<file path="config.mk">
export PLATFORM = sky130hd
export DESIGN_NAME = neurosync_round_sequencer
export DESIGN_NICKNAME = d
export VERILOG_FILES = /design/src/rtl/neurosync_pkg.sv /design/src/rtl/neurosync_round_sequencer_question_timer.sv /design/src/rtl/neurosync_round_sequencer.sv
export SDC_FILE = /design/constraint.sdc
export NUM_CORES = 1
export LEC_CHECK = 0
export CAP_MARGIN = 20
export CORE_MARGIN = 2
export CORE_UTILIZATION = 48
export CTS_BUF_LIST = sky130_fd_sc_hd__clkbuf_8
export CTS_CLUSTER_DIAMETER = 100
export CTS_CLUSTER_SIZE = 16
export DETAILED_ROUTE_END_ITERATION = 12
export PLACE_DENSITY = 0.91
export REMOVE_ABC_BUFFERS = 1
export SLEW_MARGIN = 25
export SYNTH_ARGS = -nofsm -noshare
export SYNTH_HDL_FRONTEND = slang
export SYNTH_HIERARCHICAL = 1
export SYNTH_SLANG_ARGS = --single-unit
</file>
<file path="constraint.sdc">
create_clock -name clock -period 2.1 [get_ports clock]
set_input_delay 0.42 -clock clock [delete_from_list [all_inputs] [get_ports clock]]
set_output_delay 0.42 -clock clock [all_outputs]
set_load 0.05 [all_outputs]
</file>
<file path="src/rtl/neurosync_pkg.sv">
// rtl/neurosync_pkg.sv - opcodes, state encoding and record layout shared by the round sequencer
package neurosync_pkg;

  localparam logic [1:0] OP_BOTOES = 2'b00;
  localparam logic [1:0] OP_FAIXA  = 2'b01;
  localparam logic [1:0] OP_SERVO  = 2'b10;
  localparam logic [1:0] OP_SKIP   = 2'b11;

  typedef enum logic [3:0] {
    ST_IDLE  = 4'd0,
    ST_FETCH = 4'd1,
    ST_SETUP = 4'd2,
    ST_ARM   = 4'd3,
    ST_WAIT  = 4'd4,
    ST_SCORE = 4'd5,
    ST_NEXT  = 4'd6,
    ST_DONE  = 4'd7
  } state_t;

  // Fixed-width record fields; everything below them is the expected answer.
  localparam int OP_W    = 2;
  localparam int LEDS_W  = 4;
  localparam int POS_W   = 2;
  localparam int LIM_W   = 12;
  localparam int FIXED_W = OP_W + LEDS_W + POS_W + 2 * LIM_W;

  // Field LSB positions, packed from the MSB of a rec_w-bit record.
  function automatic int op_lsb(input int rec_w);
    return rec_w - OP_W;
  endfunction

  function automatic int leds_lsb(input int rec_w);
    return op_lsb(rec_w) - LEDS_W;
  endfunction

  function automatic int pos_lsb(input int rec_w);
    return leds_lsb(rec_w) - POS_W;
  endfunction

  function automatic int inf_lsb(input int rec_w);
    return pos_lsb(rec_w) - LIM_W;
  endfunction

  function automatic int sup_lsb(input int rec_w);
    return inf_lsb(rec_w) - LIM_W;
  endfunction

  function automatic int exp_w(input int rec_w);
    return rec_w - FIXED_W;
  endfunction

  // Index width that stays at least one bit for single-entry ranges.
  function automatic int clog2_min1(input int n);
    return (n > 1) ? $clog2(n) : 1;
  endfunction

endpackage

</file>
<file path="src/rtl/neurosync_round_sequencer_question_timer.sv">
// rtl/neurosync_round_sequencer_question_timer.sv - per-question cycle counter with expiry flag
module question_timer #(
  parameter int TMR_W = 29,
  parameter int LIMIT = 500_000_000
) (
  input  logic clock,
  input  logic reset,
  input  logic clr,
  input  logic en,
  output logic expired
);

  localparam logic [TMR_W-1:0] LAST = TMR_W'(LIMIT - 1);

  logic [TMR_W-1:0] count;

  // Count enabled cycles since the last clear; park on the last value.
  always_ff @(posedge clock or negedge reset) begin
    if (!reset) begin
      count <= '0;
    end else if (clr) begin
      count <= '0;
    end else if (en && !expired) begin
      count <= count + 1'b1;
    end
  end

  assign expired = (count == LAST);

endmodule

</file>
<file path="src/rtl/neurosync_round_sequencer.sv">
// rtl/neurosync_round_sequencer.sv - game-round sequencer walking per-mode question records
module neurosync_round_sequencer
  import neurosync_pkg::*;
#(
  parameter int N_MODES        = 4,
  parameter int N_QUESTIONS    = 8,
  parameter int REC_W          = 60,
  parameter int TIMEOUT_CYCLES = 500_000_000,
  parameter int MODE_W         = clog2_min1(N_MODES),
  parameter int Q_W            = clog2_min1(N_QUESTIONS),
  parameter int TMR_W          = $clog2(TIMEOUT_CYCLES + 1)
) (
  input  logic                  clock,
  input  logic                  reset,
  input  logic                  start,
  input  logic                  abort,
  input  logic [MODE_W-1:0]     mode_sel,
  output logic [MODE_W+Q_W-1:0] rec_addr,
  input  logic [REC_W-1:0]      rec_data,
  output logic [1:0]            opcode,
  output logic [3:0]            leds,
  output logic [1:0]            pos_inicial,
  output logic [11:0]           lim_inf,
  output logic [11:0]           lim_sup,
  output logic [REC_W-33:0]     expected,
  output logic                  set_pos,
  output logic                  jogar,
  output logic                  medir,
  input  logic                  pronto_play,
  input  logic                  acertou_play,
  input  logic                  pronto_faixa,
  input  logic                  acertou_faixa,
  output logic [Q_W-1:0]        q_index,
  output logic [Q_W:0]          score,
  output logic                  result_valid,
  output logic                  result_hit,
  output logic                  timeout,
  output logic                  busy,
  output logic                  done,
  output logic                  mode_err,
  output logic [3:0]            db_estado
);

  localparam int OP_L   = op_lsb(REC_W);
  localparam int LEDS_L = leds_lsb(REC_W);
  localparam int POS_L  = pos_lsb(REC_W);
  localparam int INF_L  = inf_lsb(REC_W);
  localparam int SUP_L  = sup_lsb(REC_W);
  localparam int EXP_W  = exp_w(REC_W);

  localparam logic [Q_W-1:0] LAST_Q = Q_W'(N_QUESTIONS - 1);

  state_t            state;
  state_t            state_nxt;
  logic [MODE_W-1:0] mode_q;
  logic [3:0]        leds_q;
  logic              clr_tmr;
  logic              en_tmr;
  logic              tmr_expired;
  logic              pronto_sel;
  logic              acertou_sel;
  logic              hit_nxt;
  logic              timeout_nxt;
  logic              round_start;
  logic              last_q;
  logic              mode_ok;

  question_timer #(
    .TMR_W (TMR_W),
    .LIMIT (TIMEOUT_CYCLES)
  ) u_timer (
    .clock   (clock),
    .reset   (reset),
    .clr     (clr_tmr),
    .en      (en_tmr),
    .expired (tmr_expired)
  );

  // Range questions listen to the range checker, all others to the play analyser.
  assign pronto_sel  = (opcode == OP_FAIXA) ? pronto_faixa  : pronto_play;
  assign acertou_sel = (opcode == OP_FAIXA) ? acertou_faixa : acertou_play;
  assign last_q      = (q_index == LAST_Q);
  assign mode_ok     = (int'(mode_sel) < N_MODES);

  // Next-state and per-cycle controls; abort overrides whatever was decided.
  always_comb begin
    state_nxt   = state;
    clr_tmr     = 1'b0;
    en_tmr      = 1'b0;
    hit_nxt     = 1'b0;
    timeout_nxt = 1'b0;
    round_start = 1'b0;
    case (state)
      ST_IDLE, ST_DONE: begin
        if (start) begin
          state_nxt   = ST_FETCH;
          round_start = 1'b1;
        end
      end
      ST_FETCH: state_nxt = ST_SETUP;
      ST_SETUP: begin
        clr_tmr   = 1'b1;
        state_nxt = (opcode == OP_SKIP) ? ST_SCORE : ST_ARM;
      end
      ST_ARM: state_nxt = ST_WAIT;
      ST_WAIT: begin
        en_tmr = 1'b1;
        if (pronto_sel) begin
          state_nxt = ST_SCORE;
          hit_nxt   = acertou_sel;
        end else if (tmr_expired) begin
          state_nxt   = ST_SCORE;
          timeout_nxt = 1'b1;
        end
      end
      ST_SCORE: state_nxt = ST_NEXT;
      ST_NEXT:  state_nxt = last_q ? ST_DONE : ST_FETCH;
      default:  state_nxt = ST_IDLE;
    endcase
    if (abort) begin
      state_nxt   = ST_IDLE;
      round_start = 1'b0;
    end
  end

  // State register.
  always_ff @(posedge clock or negedge reset) begin
    if (!reset) begin
      state <= ST_IDLE;
    end else begin
      state <= state_nxt;
    end
  end

  // Capture every field of the current record during FETCH.
  always_ff @(posedge clock or negedge reset) begin
    if (!reset) begin
      opcode      <= '0;
      leds_q      <= '0;
      pos_inicial <= '0;
      lim_inf     <= '0;
      lim_sup     <= '0;
      expected    <= '0;
    end else if (state == ST_FETCH) begin
      opcode      <= rec_data[OP_L +: OP_W];
      leds_q      <= rec_data[LEDS_L +: LEDS_W];
      pos_inicial <= rec_data[POS_L +: POS_W];
      lim_inf     <= rec_data[INF_L +: LIM_W];
      lim_sup     <= rec_data[SUP_L +: LIM_W];
      expected    <= rec_data[0 +: EXP_W];
    end
  end

  // Round bookkeeping: mode latch, question index and score; all held on abort.
  always_ff @(posedge clock or negedge reset) begin
    if (!reset) begin
      mode_q   <= '0;
      mode_err <= 1'b0;
      q_index  <= '0;
      score    <= '0;
    end else if (round_start) begin
      mode_q   <= mode_ok ? mode_sel : '0;
      mode_err <= !mode_ok;
      q_index  <= '0;
      score    <= '0;
    end else if (!abort) begin
      if (state == ST_SCORE && result_hit) begin
        score <= score + 1'b1;
      end
      if (state == ST_NEXT && !last_q) begin
        q_index <= q_index + 1'b1;
      end
    end
  end

  // Handshake pulses, registered so they line up with the state that owns them;
  // jogar is launched on the ARM to WAIT edge so it opens the wait window.
  always_ff @(posedge clock or negedge reset) begin
    if (!reset) begin
      set_pos      <= 1'b0;
      jogar        <= 1'b0;
      medir        <= 1'b0;
      result_valid <= 1'b0;
      result_hit   <= 1'b0;
      timeout      <= 1'b0;
    end else begin
      set_pos      <= (state_nxt == ST_SETUP);
      jogar        <= (state == ST_ARM) && (state_nxt == ST_WAIT) && (opcode != OP_FAIXA);
      medir        <= (state_nxt == ST_WAIT) && (opcode == OP_FAIXA);
      result_valid <= (state_nxt == ST_SCORE);
      result_hit   <= (state_nxt == ST_SCORE) && hit_nxt;
      timeout      <= (state_nxt == ST_SCORE) && timeout_nxt;
    end
  end

  assign busy      = (state == ST_FETCH) || (state == ST_SETUP) || (state == ST_ARM) ||
                     (state == ST_WAIT)  || (state == ST_SCORE) || (state == ST_NEXT);
  assign done      = (state == ST_DONE);
  assign leds      = busy ? leds_q : 4'b1111;
  assign rec_addr  = {mode_q, q_index};
  assign db_estado = state;

endmodule

</file>
==> results.md <==
* Cell Area, Placed at 6751 sq um
* Power per cell area at 855.8 nW/um^2
* Lkg Pwr at 3.159 nW
* EDFF count, synth at 0
* Unrepaired setup endpoints after global routing: yes
* Total half-perimeter wirelength after legalization and detailed placement at 8463 um
* Net count of the finished layout at 657
* Highest net fanout along the worst path at 6
* Number of global-route vias before repair at 3961
* Achievable frequency at 466.3 MHz
* Post-detailed-route wirelength per cell at 17.22 um
* Crit path required time at 1.68 ns
* Total clock sinks at 108
* Unique cell type count in the Yosys netlist at 55
* Global-route wire length before repair at 19420 um
* Category of cells accounting for the largest share of critical-path delay: simple AND/OR/NAND/NOR gates
* Root Driver: sky130_fd_sc_hd__clkbuf_8
* Final critical path time including I/O delays and setup at 2.145 ns
* Initial Util at 0.4886
* Final setup viols at 4
* Synthesized area per cell at 12.38 sq um
* Clock insertion delay at the later pin of the skew report at 0.37 ns
* Overall die width at 105.8 um
* Hold Vio Cnt, Final at 0
* Type of destination of the critical path: output pin
* Most frequent cell on the critical path: sky130_fd_sc_hd__or3_4
* Library cell occupying the most area in the post-synthesis netlist: sky130_fd_sc_hd__dfrtp_1
* Slowest stage delay, CP at 0.42 ns
* Number of instances in the synthesized netlist at 402
* Overall routing resource usage at 0.2186
* Critical path, cell by cell: buf_6 > or3_4 > nand2_4 > or3_4 > buf_12
* Detailed-routing iteration count for the pre-antenna-repair pass at 5
* Sequential area share after synthesis at 0.5431
* Filler cell count at 665
* Crit path arrival time at 1.72 ns
* Commonest register cell after synthesis: sky130_fd_sc_hd__dfrtp_1
* Worst hold slack after final layout at 0.1121 ns
* Portion of the clock cycle consumed by the worst path in the final layout at 1.021
* Slew @ Worst Pin at 0.5682 ns
* Layout overhead on the synthesized area at 44.98%
* Vias/cell at 5.398
* Worst ir drop on vdd at 0.0006825 V
* Vertical extent of the die at 105.8 um
* Final slew viol count at 0
* Run status: finished with violations
* Proportion of register bits with asynchronous set or reset after synthesis at 1.000
* Number of rows created at floorplan at 37
* Antenna Violating Nets Remaining at 0
* Initial antenna violation count at 0
* Iteration-0 DRC Markers at 291
* Wire length reported by the detailed router at 12470 um
* Worst min path class: input port to asynchronous set/reset pin
* Number of buffers created by CTS at 9
* Maximum level of the CTS H-tree at 3
* Buffers & Inverters on Critical Path at 2
* CORE AREA at 10180 sq um
* Leftover overflow at the end of global routing at 0
* CP max stage cell: sky130_fd_sc_hd__dfrtp_1
* Share of the synthesized area in the top cell type at 0.5431
* Crit start category: register
* Area of the mapped netlist at 4976 sq um
* Clock tree from TritonCTS: yes
* Share of final-layout standard cells stronger than drive strength 1 at 0.2721
* Clock-pin slew on the worst setup and hold paths at 0.11 ns
* Seq cells post-synth at 108
* Clk_skew at 0.01295 ns
* Relative slew slack at 0.6212
* Maximum number of pins on one net before global-route repair at 109
* Total power at 6.174 mW
* Final Instance Area at 7214 sq um
* DR DRC count at 0
* Top cells by area in the synthesized netlist: sky130_fd_sc_hd__dfrtp_1 54%, sky130_fd_sc_hd__mux2_2 14%, sky130_fd_sc_hd__xor2_1 2.8%
* Placer Congestion at 0.8852
* N_diodes at 0
* Yosys warns at 6
* Number of max-cap violations at 0
* Vias at 3908
* Area enclosed by the die boundary at 11200 sq um
* Classification of the worst setup path: register to output pin
* Input/output buffers at 153
* Longest Clk Path Bufs at 2
* Count of pins on the block boundary at 155
* Smallest setup slack after layout at -0.04476 ns
* Violated checks: setup timing
-- synthesized netlist by cell type (all sizes together) (2+ instances only) --
library cell  count
dfrtp           108
mux2             62
nor2             37
nand2            19
buf              17
nand3            16
xor2             16
nor3             15
a21oi            13
nand4            11
o21ai            11
or3              10
nor4              8
and3              6
nand2b            6
xnor2             6
ha                4
inv               4
mux2i             4
or4               4
clkbuf            3
nor4b             3
o31ai             3
nor3b             2
or2               2
-- repair_timing --
item / in CTS / in global routing
hold buffers: 0 / 0
gates resized for setup: 9 / 20
buffers inserted: 7 / 7
gates cloned: 0 / 0
endpoints found under the setup margin: 6 / 24
pin swaps: 5 / 8
-- layer usage --
metal / global-route usage / up-vias / wire (um)
li1: - / 1784 / -
met1: 0.2726 / 1911 / 4924
met2: 0.3673 / 181 / 6351
met3: 0.05999 / 32 / 872
met4: 0.07519 / 0 / 322
met5: 0 / - / 0
-- cell families (layout without fill, tap and decap cells) --
family,Yosys count,count (layout),synth area share
compound gates,33,33,0.04174
xor+xnor,22,22,0.03872
fa+ha+maj,4,4,0.01006
buf+inv,24,209,0.03520
flops,108,108,0.5431
mux,66,66,0.1484
other cells,1,2,0.0007536
simple gates,144,144,0.1821
-- per-stage QoR --
step	setup slack, ns	utilization	cells	TNS (ns)
final	-0.04476	0.7084	724	-0.1702
after detailed placement	0.04624	0.6629	694	0
after floorplan	-0.9759	-	383	-77.37
after global routing	-0.1039	0.7084	724	-0.8854
after global placement	0.1614	0.6629	694	0
after CTS	-0.03733	0.6940	717	-0.1373
-- state kept, by name, summed over array words and instances (netlist names), 2 cells and up --
| register | count |
|---|---|
| db_estado | 4 |
| expected | 28 |
| leds_q | 4 |
| lim_inf | 12 |
| lim_sup | 12 |
| mode_q | 2 |
| opcode | 2 |
| pos_inicial | 2 |
| q_index | 3 |
| score | 4 |
| u_timer/count | 29 |
-- area by class of cell --
class	count	area (sq um)	area share
sequential	108	2705	0.3750
multi-input combinational	271	2205	0.3056
timing repair buffer	189	1888	0.2617
tap	136	170.2	0.02359
clock buffer	9	123.9	0.01717
clock inverter	7	107.6	0.01491
inverter	4	15.01	0.002081
-- worst paths after layout --
path                                            endpoint  slack, ns  depth (start not counted)                   start
max                                              leds[1]      -0.04                          5  db_estado[2]$_DFF_PN0_
min in group clock                 mode_q[0]$_DFFE_PN0P_       0.51                          1   mode_q[0]$_DFFE_PN0P_
max reg2reg                u_timer/count[21]$_DFFE_PN0P_       0.03                         10  db_estado[2]$_DFF_PN0_
min reg2reg                        mode_q[0]$_DFFE_PN0P_       0.51                          1   mode_q[0]$_DFFE_PN0P_
max in group asynchronous  u_timer/count[20]$_DFFE_PN0P_       1.55                          2                   reset
min                         u_timer/count[5]$_DFFE_PN0P_       0.11                          2                   reset
-- cell usage in the layout (no fill, tap or decap), types with 5 or more instances in the layout --
master                            Yosys  final
sky130_fd_sc_hd__clkdlybuf4s50_1      0    136
sky130_fd_sc_hd__dfrtp_1            108    106
sky130_fd_sc_hd__mux2_2              60     60
sky130_fd_sc_hd__buf_4                6     36
sky130_fd_sc_hd__nor2_1              36     35
sky130_fd_sc_hd__nand2_1             19     18
sky130_fd_sc_hd__xor2_1              16     16
sky130_fd_sc_hd__a21oi_1             13     13
sky130_fd_sc_hd__nand3_1             14     13
sky130_fd_sc_hd__o21ai_0              9      9
sky130_fd_sc_hd__clkbuf_8             0      9
sky130_fd_sc_hd__nor3_1              10      8
sky130_fd_sc_hd__nand4_1              8      8
sky130_fd_sc_hd__buf_12               0      7
sky130_fd_sc_hd__and3_1               6      6
sky130_fd_sc_hd__xnor2_1              6      6
sky130_fd_sc_hd__nand2b_1             5      5
sky130_fd_sc_hd__nor3_2               3      5
sky130_fd_sc_hd__or3_4                0      5
sky130_fd_sc_hd__dlymetal6s2s_1       0      5
sky130_fd_sc_hd__or3_1               10      5
-- power breakdown --
| group | switching (mW) | internal (mW) |
|---|---|---|
| registers | 0.169 | 2.38 |
| logic | 1.36 | 0.833 |
| clock network | 0.744 | 0.692 |
(Power assumes the default switching activity.)
